### src/rtl/key_expand_ctrl.sv
// AES-128 key-schedule controller. It drives one shared sub_word unit
// (forward S-box only) and emits round keys 0..10 one at a time over a
// valid/ready stream. A transfer happens on a rising edge where rk_valid_o
// and rk_ready_i are both high; while valid is high and ready is low,
// addr and data are held unchanged.
module key_expand_ctrl #(
    parameter int NUM_ROUNDS = 10
) (
    input  logic         clk_i,
    input  logic         rst_i,
    input  logic         start_i,
    input  logic [127:0] key_i,
    output logic [31:0]  sw_word_o,
    output logic         sw_enc_or_dec_o,
    input  logic [31:0]  sw_word_i,
    output logic         rk_valid_o,
    input  logic         rk_ready_i,
    output logic [3:0]   rk_addr_o,
    output logic [127:0] rk_data_o,
    output logic         busy_o,
    output logic         done_o
);

    typedef enum logic [1:0] {
        IDLE = 2'd0,
        EMIT = 2'd1,
        DONE = 2'd2
    } state_t;

    state_t state;
    state_t state_next;

    logic [127:0] key_reg;
    logic [127:0] next_key;
    logic [3:0]   round;
    logic [3:0]   round_next;
    logic [7:0]   rcon;
    logic [31:0]  t_word;
    logic [31:0]  n0;
    logic [31:0]  n1;
    logic [31:0]  n2;
    logic [31:0]  n3;
    logic         xfer;
    logic         last;
    logic         load_start;
    logic         load_next;
    logic         finish;

    // The key schedule uses the forward S-box for both directions.
    assign sw_enc_or_dec_o = 1'b1;

    // RotWord of the last word goes straight out to sub_word; the result
    // returns combinationally in the same cycle.
    assign sw_word_o = {key_reg[23:0], key_reg[31:24]};

    assign xfer       = rk_valid_o & rk_ready_i;
    assign last       = (round == 4'(NUM_ROUNDS));
    assign round_next = round + 4'd1;
    assign rk_addr_o  = round;

    // Round constant for the key about to be produced (index round+1).
    always_comb begin
        rcon = 8'h00;
        case (round_next)
            4'd1:    rcon = 8'h01;
            4'd2:    rcon = 8'h02;
            4'd3:    rcon = 8'h04;
            4'd4:    rcon = 8'h08;
            4'd5:    rcon = 8'h10;
            4'd6:    rcon = 8'h20;
            4'd7:    rcon = 8'h40;
            4'd8:    rcon = 8'h80;
            4'd9:    rcon = 8'h1b;
            4'd10:   rcon = 8'h36;
            default: rcon = 8'h00;
        endcase
    end

    // Next round key from the current key and the sub_word result.
    always_comb begin
        t_word   = sw_word_i ^ {rcon, 24'h000000};
        n0       = key_reg[127:96] ^ t_word;
        n1       = key_reg[95:64]  ^ n0;
        n2       = key_reg[63:32]  ^ n1;
        n3       = key_reg[31:0]   ^ n2;
        next_key = {n0, n1, n2, n3};
    end

    // State register.
    always_ff @(posedge clk_i) begin
        if (rst_i) begin
            state <= IDLE;
        end else begin
            state <= state_next;
        end
    end

    // Next-state logic: start only honoured in IDLE, DONE lasts one cycle.
    always_comb begin
        state_next = state;
        case (state)
            IDLE:    if (start_i)      state_next = EMIT;
            EMIT:    if (xfer && last) state_next = DONE;
            DONE:    state_next = IDLE;
            default: state_next = IDLE;
        endcase
    end

    // Per-state datapath controls.
    always_comb begin
        load_start = 1'b0;
        load_next  = 1'b0;
        finish     = 1'b0;
        case (state)
            IDLE:    load_start = start_i;
            EMIT: begin
                load_next = xfer & ~last;
                finish    = xfer & last;
            end
            default: ;
        endcase
    end

    // Key register, round counter and registered stream/status outputs.
    always_ff @(posedge clk_i) begin
        if (rst_i) begin
            key_reg    <= '0;
            rk_data_o  <= '0;
            round      <= '0;
            rk_valid_o <= 1'b0;
            busy_o     <= 1'b0;
            done_o     <= 1'b0;
        end else begin
            done_o <= finish;
            if (load_start) begin
                key_reg    <= key_i;
                rk_data_o  <= key_i;
                round      <= '0;
                rk_valid_o <= 1'b1;
                busy_o     <= 1'b1;
            end else if (load_next) begin
                key_reg   <= next_key;
                rk_data_o <= next_key;
                round     <= round_next;
            end else if (finish) begin
                rk_valid_o <= 1'b0;
                busy_o     <= 1'b0;
            end
        end
    end

endmodule

### config.mk
export PLATFORM = sky130hd
export DESIGN_NAME = key_expand_ctrl
export DESIGN_NICKNAME = d
export VERILOG_FILES = /design/src/rtl/key_expand_ctrl.sv
export SDC_FILE = /design/constraint.sdc
export NUM_CORES = 1
export LEC_CHECK = 0
export ABC_AREA = 0
export BUFFER_PORTS_ARGS = -buffer_cell sky130_fd_sc_hd__buf_2
export CORE_ASPECT_RATIO = 0.75
export CORE_MARGIN = 3
export CORE_UTILIZATION = 45
export CTS_BUF_LIST = sky130_fd_sc_hd__clkbuf_16
export CTS_CLUSTER_DIAMETER = 60
export DETAILED_ROUTE_END_ITERATION = 12
export PLACE_DENSITY = 0.77
export RECOVER_POWER = 25
export SYNTH_ARGS = -nofsm -noshare
export SYNTH_HDL_FRONTEND = slang
export SYNTH_SLANG_ARGS = --single-unit
### constraint.sdc
create_clock -name clk_i -period 3.3 [get_ports clk_i]
set_input_delay 0.165 -clock clk_i [delete_from_list [all_inputs] [get_ports clk_i]]
set_output_delay 0.165 -clock clk_i [all_outputs]
set_load 0.005 [all_outputs]
# Word level (Yosys, flattened, before mapping)
# Memory sizes are Yosys's and may differ from the RTL's.
# Cells that the tools add are included.
dict set report word_totals {
  regBits 136
  mem_bits_ro 128
  output_inout_bits 168
  memories 1
}
# memory depth width rd rd_ports_with_merged_regs write_ports line
set memory_table {}
lappend memory_table {{(no name shown)} 16 8 1 0 0 64} ;# case (round_next)
dict set report op_classes {
  n_addsub 1
  n_eq_ne 5
  n_mux 11
  bitwise_logic 9
  reduce_logical 7
}
# op n
set ops {}
lappend ops {{$mux W128} 2}
lappend ops {{$xor A32 B32 Y32} 5}
lappend ops {{$mux W1} 6}
lappend ops {{$ne A2 B2 Y1 const B} 3}
lappend ops {{$add A4 B1 Y4 const B} 1}
lappend ops {{$eq A4 B4 Y1 const B} 1}
lappend ops {{$mux W2} 2}
lappend ops {{$pmux W2 S2} 1}
lappend ops {{$reduce_and A2 Y1} 2}
lappend ops {{$reduce_bool A2 Y1} 2}
lappend ops {{$and A1 B1 Y1} 3}
lappend ops {{$eq A2 B1 Y1 const B} 1}
lappend ops {{$logic_not A2 Y1} 1}
lappend ops {{$reduce_or A2 Y1} 1}
lappend ops {{$logic_and A1 B1 Y1} 1}
lappend ops {{$not A1 Y1} 1}

# Longest topological paths before layout
# Gate-level depths: netlist of the first run.
# An unclocked memory read counts as a cell.
dict set report depth {
  depth_word 9
  mapped_depth 11
  depth_no_buf 9
}

# Worst setup path before layout of the first run
# OpenSTA, ideal clock, no wires.
dict set report synth_path {
  kind {reg2reg}
  start {register round[1], in the netlist rk_addr_o[1]}
  end {register key_reg[28]}
  setup_time_ps 95
  t_arrival_ps 2234
  required_time_ps 3205
  setup_slack_ps 970
  stages_incl_launch_ff 10
  n_path_buf 1
  period_less_slack_ps 2330
  path_cell_list {dfxtp_1 ha_1 buf_4 nor2b_4 o32a_1 o221ai_1 xnor2_1 mux2i_1 o21ai_1 a221oi_1}
}
dict set report synth_between {
  elab_chain_cells 9
}
# item line
set synth_rtl {}
lappend synth_rtl {{start: declaration} 35} ;# logic [3:0] round;
lappend synth_rtl {{start signal: assignment} 144} ;# round <= round_next;
lappend synth_rtl {{$add A4 B1 Y4} 58} ;# assign round_next = round + 4'd1;
lappend synth_rtl {{$mem_v2 Z16 W8} --}
lappend synth_rtl {{$xor A32 B32 Y32} 81} ;# t_word = sw_word_i ^ {rcon, 24'h000000};
lappend synth_rtl {{$xor A32 B32 Y32} 82} ;# n0 = key_reg[127:96] ^ t_word;
lappend synth_rtl {{$xor A32 B32 Y32} 83} ;# n1 = key_reg[95:64] ^ n0;
lappend synth_rtl {{$xor A32 B32 Y32} 84} ;# n2 = key_reg[63:32] ^ n1;
lappend synth_rtl {{$xor A32 B32 Y32} 85} ;# n3 = key_reg[31:0] ^ n2;
lappend synth_rtl {{$mux W128} 141} ;# end else if (load_next) begin
lappend synth_rtl {{$mux W128} 135} ;# if (load_start) begin
lappend synth_rtl {{end signal: assignment} 136} ;# key_reg <= key_i;
lappend synth_rtl {{end signal: assignment} 142} ;# key_reg <= next_key;
lappend synth_rtl {{end: declaration} 33} ;# logic [127:0] key_reg;
# Parallel ways exist; a longest one is shown, timed or not. The select of a mux whose other input is x is not followed.
# A chain may end at the register's enable or synchronous reset.

# Worst setup path after layout of the first run
# Same ends and word-level chain as after synthesis.

==> results of run 1 <==
## area by class of cell
type	instances	area share (%)
Multi-Input combinational cell	722	43.7
Clock inverter	14	1.83
Clock buffer	17	4.24
Sequential cell	136	27.1
Inverter	6	0.225
Timing Repair Buffer	370	20.2
Tap cell	210	2.62
## synthesized netlist by cell type (all sizes together) (2+ instances only)
| cell type | n |
|---|---|
| nand3b | 2 |
| ha | 5 |
| nand4 | 2 |
| o21ai | 86 |
| a211oi | 3 |
| nor2b | 5 |
| a31oi | 47 |
| a311o | 2 |
| a22oi | 20 |
| a21boi | 2 |
| mux2i | 3 |
| buf | 50 |
| or2 | 3 |
| o221ai | 2 |
| a221oi | 53 |
| a211o | 2 |
| a222oi | 4 |
| nor3 | 5 |
| nor3b | 25 |
| nand3 | 10 |
| dfxtp | 136 |
| a2bb2oi | 3 |
| a21oi | 33 |
| clkbuf | 50 |
| inv | 6 |
| and3 | 5 |
| xor2 | 33 |
| nor2 | 121 |
| xnor2 | 73 |
| nor4 | 2 |
| nand2b | 4 |
| nand2 | 145 |
## metal layers
layer / track usage [%] / share of wire, %
met3: 6.48 / 7.8
met4: 7.00 / 1.5
met2: 43.5 / 48
met5: 0 / 0
met1: 32.8 / 43
## what timing repair did
item | in CTS | in global routing
endpoints found under the setup margin | 0 | 0
endpoints found under the hold margin | 29 | 0
hold buffers | 29 | 0
## layout by cell type (no fill, tap or decap), types with 8 or more instances in the layout
cell	synthesis	routed
clkbuf_1	50	30
a22oi_1	20	20
o21ai_0	83	83
xnor2_1	73	73
nor3b_1	25	25
dlygate4sd3_1	0	29
a31oi_1	47	47
nor2_1	121	119
a221oi_1	52	52
a21oi_1	33	33
nand2_1	145	142
inv_1	6	8
nand3_1	10	10
dfxtp_1	136	136
xor2_1	33	33
buf_4	37	9
buf_2	10	299
clkbuf_16	0	17
## metrics by stage
stage	hold slack (ns)	area [um2]	util, %	std cells	power, mW
final	0.0121	10000	61.5	1475	4.86
after global routing	0.000692	10000	61.5	1475	5.07
after CTS	0.0000203	10100	61.7	1475	4.87
after detailed placement	0.418	9170	56.2	1415	2.86
after global placement	0.408	9170	56.2	1415	2.84
after floorplan	0.301	7630	-	964	2.50
## kinds of logic (layout without fill, tap and decap cells)
kind of cell,Yosys count,count (layout)
compound gates,268,268
xor+xnor,108,108
fa+ha+maj,5,5
buf+inv,106,407
flops,136,136
mux,4,4
other cells,1,1
simple gates,336,336
## final timing paths
kind / from / to / slack [ns] / cells after the start
max: rk_addr_o[1] / key_reg[28] / 0.42 / 8
min: key_i[39] / key_reg[39] / 0.01 / 3
max reg2reg: rk_addr_o[1] / key_reg[28] / 0.42 / 8
min reg2reg: key_reg[76] / key_reg[76] / 0.50 / 2
## power by group
group / internal (mW) / leakage [nW] / switching, mW / total [mW]
clock network: 1.26 / 0.303 / 0.746 / 2.00
logic: 0.458 / 2.92 / 0.509 / 0.967
registers: 1.76 / 1.12 / 0.129 / 1.89
## worst max-delay path, delay by kind of cell, from the launching register on
kind / cells / cell delay [ns]
AOI/OAI and AO/OA: 4 / 0.87
xor gates and xnor gates: 1 / 0.22
adders and majority gates: 1 / 0.60
DFF: 1 / 0.56
muxes: 1 / 0.33
and+or+nand+nor: 1 / 0.21
==> flow_summary_export.csv, run 1 <==
group,metric,value,unit
drt,drt_iter0_drc,654,
clocking,clk_latency,0.41,ns
power,p_leak,4.34,nW
worst_setup_path,end_kind,"register",
timing,finalSetupViolCount,0,
timing,rsz0062_at_grt,"false",
global_route,gr-usage-all-layers,25.8,%
layout,drive_gt1_share,28.2,%
worst_setup_path,cp_max_fo,15,
synthesis,synthXorXnorAreaFrac,12.8,%
layout,multiInputGateArea,4390,um2
placement,routabilityCongestion,0.883,
clocking,path_clk_slew,0.07,ns
min_path,hold_path_class,"in -> reg",
drt,final_antenna_net_count,0,
layout,fillers,1482,
clocking,root_buffer,"clkbuf_16",
floorplanning,initial_core_util,46.8,%
timing,setup_slack,0.421,ns
synthesis,yosys-top-cells-area,"dfxtp_1 36%, xnor2_1 8.4%, nand2_1 7.1%, a221oi_1 6.0%, nor2_1 5.9%",
clocking,clockBufferDepth,2,
worst_setup_path,slowest_stage,"ha_1",
timing,slew_headroom,23.4,%
global_route,overflow,0,
worst_setup_path,worstSetupStartpointType,"register",
global_route,grt_antenna_before_repair,0,
synthesis,synth_top_family_by_area,"compound AO/OA/AOI/OAI gates",
synthesis,ys_types,66,
synthesis,synthAdderAreaFrac,0.819,%
timing,worst_slew_pin_slew,1.15,ns
floorplanning,dieArea,18600,um2
clocking,post_cts_buffers,0,
layout,largest_register_ffs,128,
synthesis,synth_ff_type,"dfxtp_1",
synthesis,yosys_warnings,0,
clocking,htree_levels,4,
synthesis,yosysSeqAreaShare,35.7,%
synthesis,synth-async-reset-ratio,0,%
floorplanning,die_h,119,um
drt,route.detailed.drc,0,
timing,min_period_over_period,87.2,%
synthesis,ys_seq_elements,136,
floorplanning,core.rowCount,40,
placement,port_buffers,330,
synthesis,syn-num-nets,1133,
layout,area_delta_synth_final,31.4,%
drt,vias,8179,
synthesis,yosysTopAreaCellShare,35.7,%
drt,first_pass_iters,5,
timing,hold_viol_final,0,
placement,post-place-ws,0.478,ns
clocking,cts_resized,0,
global_route,first_global_vias,7577,
run,drv_cap,0,
synthesis,synth_area,7630,um2
layout,diodes,0,
layout,regArea,2720,um2
floorplanning,die_w,156,um
timing,post-route-min-period,2.88,ns
timing,fin_worst_skew,0.0134,ns
synthesis,synth_edf_count,0,
drt,vias_per_cell,5.55,
timing,finalMaxSlewViolations,0,
worst_setup_path,path_cells,"ha_1 > nor2b_1 > o32a_1 > o221ai_1 > xnor2_1 > mux2i_1 > o21ai_1 > a221oi_1",
timing,finalSetupTns,0,ns
synthesis,synth_compound_area_share,23.5,%
clocking,cts_buffers,17,
floorplanning,io_pins,332,
layout,fin_nets,1422,
worst_setup_path,crit_path_max_incr_delay,0.60,ns
synthesis,netlist_instances,964,
worst_setup_path,worstPathArrival,3.19,ns
global_route,grt_pass1_wl,39200,um
drt,wl,25400,um
placement,dp_hpwl,17500,um
synthesis,synth.avg_cell_area,7.92,um2
clocking,cts_tree,"built",
power,ir_worst_vdd,0.300,mV
global_route,grt_max_degree,80,
synthesis,yosys.area.top_type,"dfxtp_1",
timing,fmax,347,MHz
power,power.density,484,nW/um2
clocking,cts_sinks,136,
worst_setup_path,required,3.61,ns
run_status,status,"finished, final reports clean",
floorplanning,core-area,16300,um2
drt,wl_per_cell,17.2,um
worst_setup_path,criticalPathCategory,"reg -> reg",
synthesis,synthMuxAreaShare,0.541,%
synthesis,yosys.area_share.simple,19.3,%
No activity file was read; power rests on OpenSTA's default activity.
==> inputs of run 2 (changes only) <==
--- a/config.mk
+++ b/config.mk
@@ -9,11 +9,11 @@
 export BUFFER_PORTS_ARGS = -buffer_cell sky130_fd_sc_hd__buf_2
 export CORE_ASPECT_RATIO = 0.75
 export CORE_MARGIN = 3
-export CORE_UTILIZATION = 45
+export CORE_UTILIZATION = 44
 export CTS_BUF_LIST = sky130_fd_sc_hd__clkbuf_16
 export CTS_CLUSTER_DIAMETER = 60
 export DETAILED_ROUTE_END_ITERATION = 12
-export PLACE_DENSITY = 0.77
+export PLACE_DENSITY = 0.79
 export RECOVER_POWER = 25
 export SYNTH_ARGS = -nofsm -noshare
 export SYNTH_HDL_FRONTEND = slang
==> constraint.sdc (replaced) <==
create_clock -name clk_i -period 2.47 [get_ports clk_i]
set_input_delay 0.1235 -clock clk_i [delete_from_list [all_inputs] [get_ports clk_i]]
set_output_delay 0.1235 -clock clk_i [all_outputs]
set_load 0.005 [all_outputs]
==> run 2 against run 1 <==
First-iteration DRC count increased by 54%. Flip-flop and latch count stayed put. Critical path depth rose by 2. Critical path type unchanged. Highest routed layer unchanged.
==> flow_summary_export.csv, run 2 (synthesized netlist as in run 1, its figures left out) <==
group,metric,value,unit
power,clockPowerShare,40.4,%
layout,largest_register_ffs,128,
floorplanning,die_h,120,um
timing,slew_headroom,56.7,%
layout,area_delta_synth_final,41.1,%
layout,fillers,1446,
layout,final_area,10800,um2
timing,finalSetupTns,0,ns
clocking,cts_sinks,136,
timing,rsz0062_at_grt,"true",
clocking,post_cts_buffers,0,
global_route,gr-usage-all-layers,27.2,%
worst_setup_path,worstSetupStartpointType,"register",
worst_setup_path,crit_top_cell,"nand2_2",
drt,wl,27300,um
floorplanning,core-area,16900,um2
placement,dp_hpwl,17300,um
worst_setup_path,rr_startpoint,"rk_addr_o[0]",
drt,drt_iter0_drc,1008,
timing,hold_viol_final,0,
global_route,grt_max_degree,137,
power,p_leak,4.62,nW
floorplanning,dieArea,19000,um2
worst_setup_path,endpoint,"key_reg[105]",
timing,finalSetupViolCount,0,
clocking,cts_buffers,17,
timing,min_period_over_period,96.4,%
global_route,met2_usage,45.9,%
drt,wl_per_cell,17.5,um
global_route,first_global_vias,8420,
placement,routabilityCongestion,0.880,
layout,final_common_cell,"buf_2",
layout,diodes,0,
worst_setup_path,criticalPathCategory,"reg -> reg",
layout,drive_gt1_share,26.8,%
clocking,clockBufferDepth,2,
layout,fin_nets,1494,
worst_setup_path,slowest_stage,"dfxtp_1",
worst_setup_path,r2r_cells,10,
worst_setup_path,crit_path_max_incr_delay,0.35,ns
placement,placed_cells,1430,
clocking,htree_levels,4,
layout,layout_common_cells,"286 x buf_2, 142 x nand2_1, 135 x dfxtp_1",
worst_setup_path,end_kind,"register",
placement,port_buffers,330,
min_path,hold_path_class,"in -> reg",
worst_setup_path,rr_endpoint,"key_reg[105]",
timing,worst_slew_pin_slew,0.650,ns
layout,utilization,63.6,%
clocking,clk_latency,0.42,ns
clocking,root_buffer,"clkbuf_16",
floorplanning,io_pins,332,
clocking,cts_tree,"built",
timing,fmax,420,MHz
global_route,use_met3,7.28,%
layout,fin_cells,1553,
global_route,grtUsageMet1,32.7,%
drt,first_pass_iters,6,
global_route,grt_pass1_wl,41800,um
timing,fin_worst_skew,0.00945,ns
power,intPower,4.71,mW
global_route,overflow,0,
timing,finalMaxSlewViolations,0,
worst_setup_path,path_cells,"buf_4 > inv_1 > ha_1 > nand3_1 > nand2_2 > nand2_2 > buf_12 > o21ai_0 > a221oi_2 > nor2_1",
floorplanning,core.rowCount,41,
drt,route.detailed.drc,0,
worst_setup_path,crit_start,"rk_addr_o[0]",
drt,vias_per_cell,5.65,
worst_setup_path,ff2ff_setup_slack,0.09,ns
power,finalPower,6.60,mW
floorplanning,die_w,158,um
clocking,path_clk_slew,0.06,ns
power,p_seq_share,38.2,%
power,power.density,613,nW/um2
run,drv_cap,0,
drt,vias,8782,
power,ir_worst_vdd,0.389,mV
worst_setup_path,required,2.76,ns
placement,dpl_cell_area,9280,um2
worst_setup_path,cp_max_fo,57,
drt,final_antenna_net_count,0,
timing,post-route-min-period,2.38,ns
power,switching_share,28.7,%
worst_setup_path,worstPathArrival,2.67,ns
power,p_comb_share,21.4,%
power,power_switching,1.89,mW
global_route,grt-busiest-layer,"met2",
floorplanning,initial_core_util,45.1,%
run_status,status,"finished, final reports clean",
global_route,grt_antenna_before_repair,0,
-- run 2: cell types whose count changed in the layout (fill, tap and decap cells not counted), moves of 2 or more --
cell | before | now
buf_1 | 0 | 2
dlygate4sd3_1 | 29 | 91
buf_4 | 9 | 16
buf_12 | 3 | 6
clkbuf_1 | 30 | 41
buf_2 | 299 | 286
clkinv_1 | 1 | 3
-- run 2: routing by layer --
metal | up-vias | routed length [um]
met5 | - | 0
met4 | 0 | 767
met3 | 70 | 2580
met2 | 518 | 13000
met1 | 4090 | 10900
li1 | 4104 | -
-- run 2: critical path: cells and delay by family, from the launching register on --
kind | cells | cell delay [ns]
adders and majority gates | 1 | 0.29
buffers and inverters | 3 | 0.50
AOI/OAI and AO/OA | 2 | 0.53
and+or+nand+nor | 4 | 0.48
DFF | 1 | 0.35
-- run 2: power by group through the flow --
stage               sequential (mW)  combinational [mW]  clock, mW
finish                         2.52                1.41       2.67
detailed placement             2.56                1.27          0
global placement               2.55                1.26          0
floorplan                      2.55               0.794          0
global route                   2.54                1.54       2.80
CTS                            2.51                1.39       2.70
-- run 2: area by class of cell --
type                            count  area [um2]  area share (%)
Sequential cell                   136        2720            25.3
Timing Repair Buffer              442        2740            25.5
Clock inverter                     15         186            1.73
Tap cell                          215         269            2.50
Clock buffer                       17         425            3.95
Multi-Input combinational cell    722        4400            40.9
Inverter                            6        22.5           0.209
-- run 2: how the worst min path moves through the flow --
stage	cells after the start	endpoint	from	slack, ns
floorplan	2	key_reg[29]	key_i[29]	0.26
global placement	3	key_reg[32]	key_i[32]	0.37
detailed placement	3	key_reg[39]	key_i[39]	0.38
CTS	3	key_reg[25]	key_i[25]	0.002
global route	3	key_reg[78]	key_i[78]	0.01
finish	5	key_reg[7]	key_i[7]	0.02
-- run 2: metrics by stage --
step,hold slack [ns],setup slack [ns]
floorplan,0.259,0.140
global placement,0.365,0.184
detailed placement,0.377,0.126
CTS,0.00174,0.100
global route,0.0113,-0.0232
finish,0.0201,0.0891
-- run 2: what timing repair did --
action,CTS,global route
hold endpoints to repair,91,0
resized for setup,0,5
hold buffers,91,0
endpoints found under the setup margin,0,7
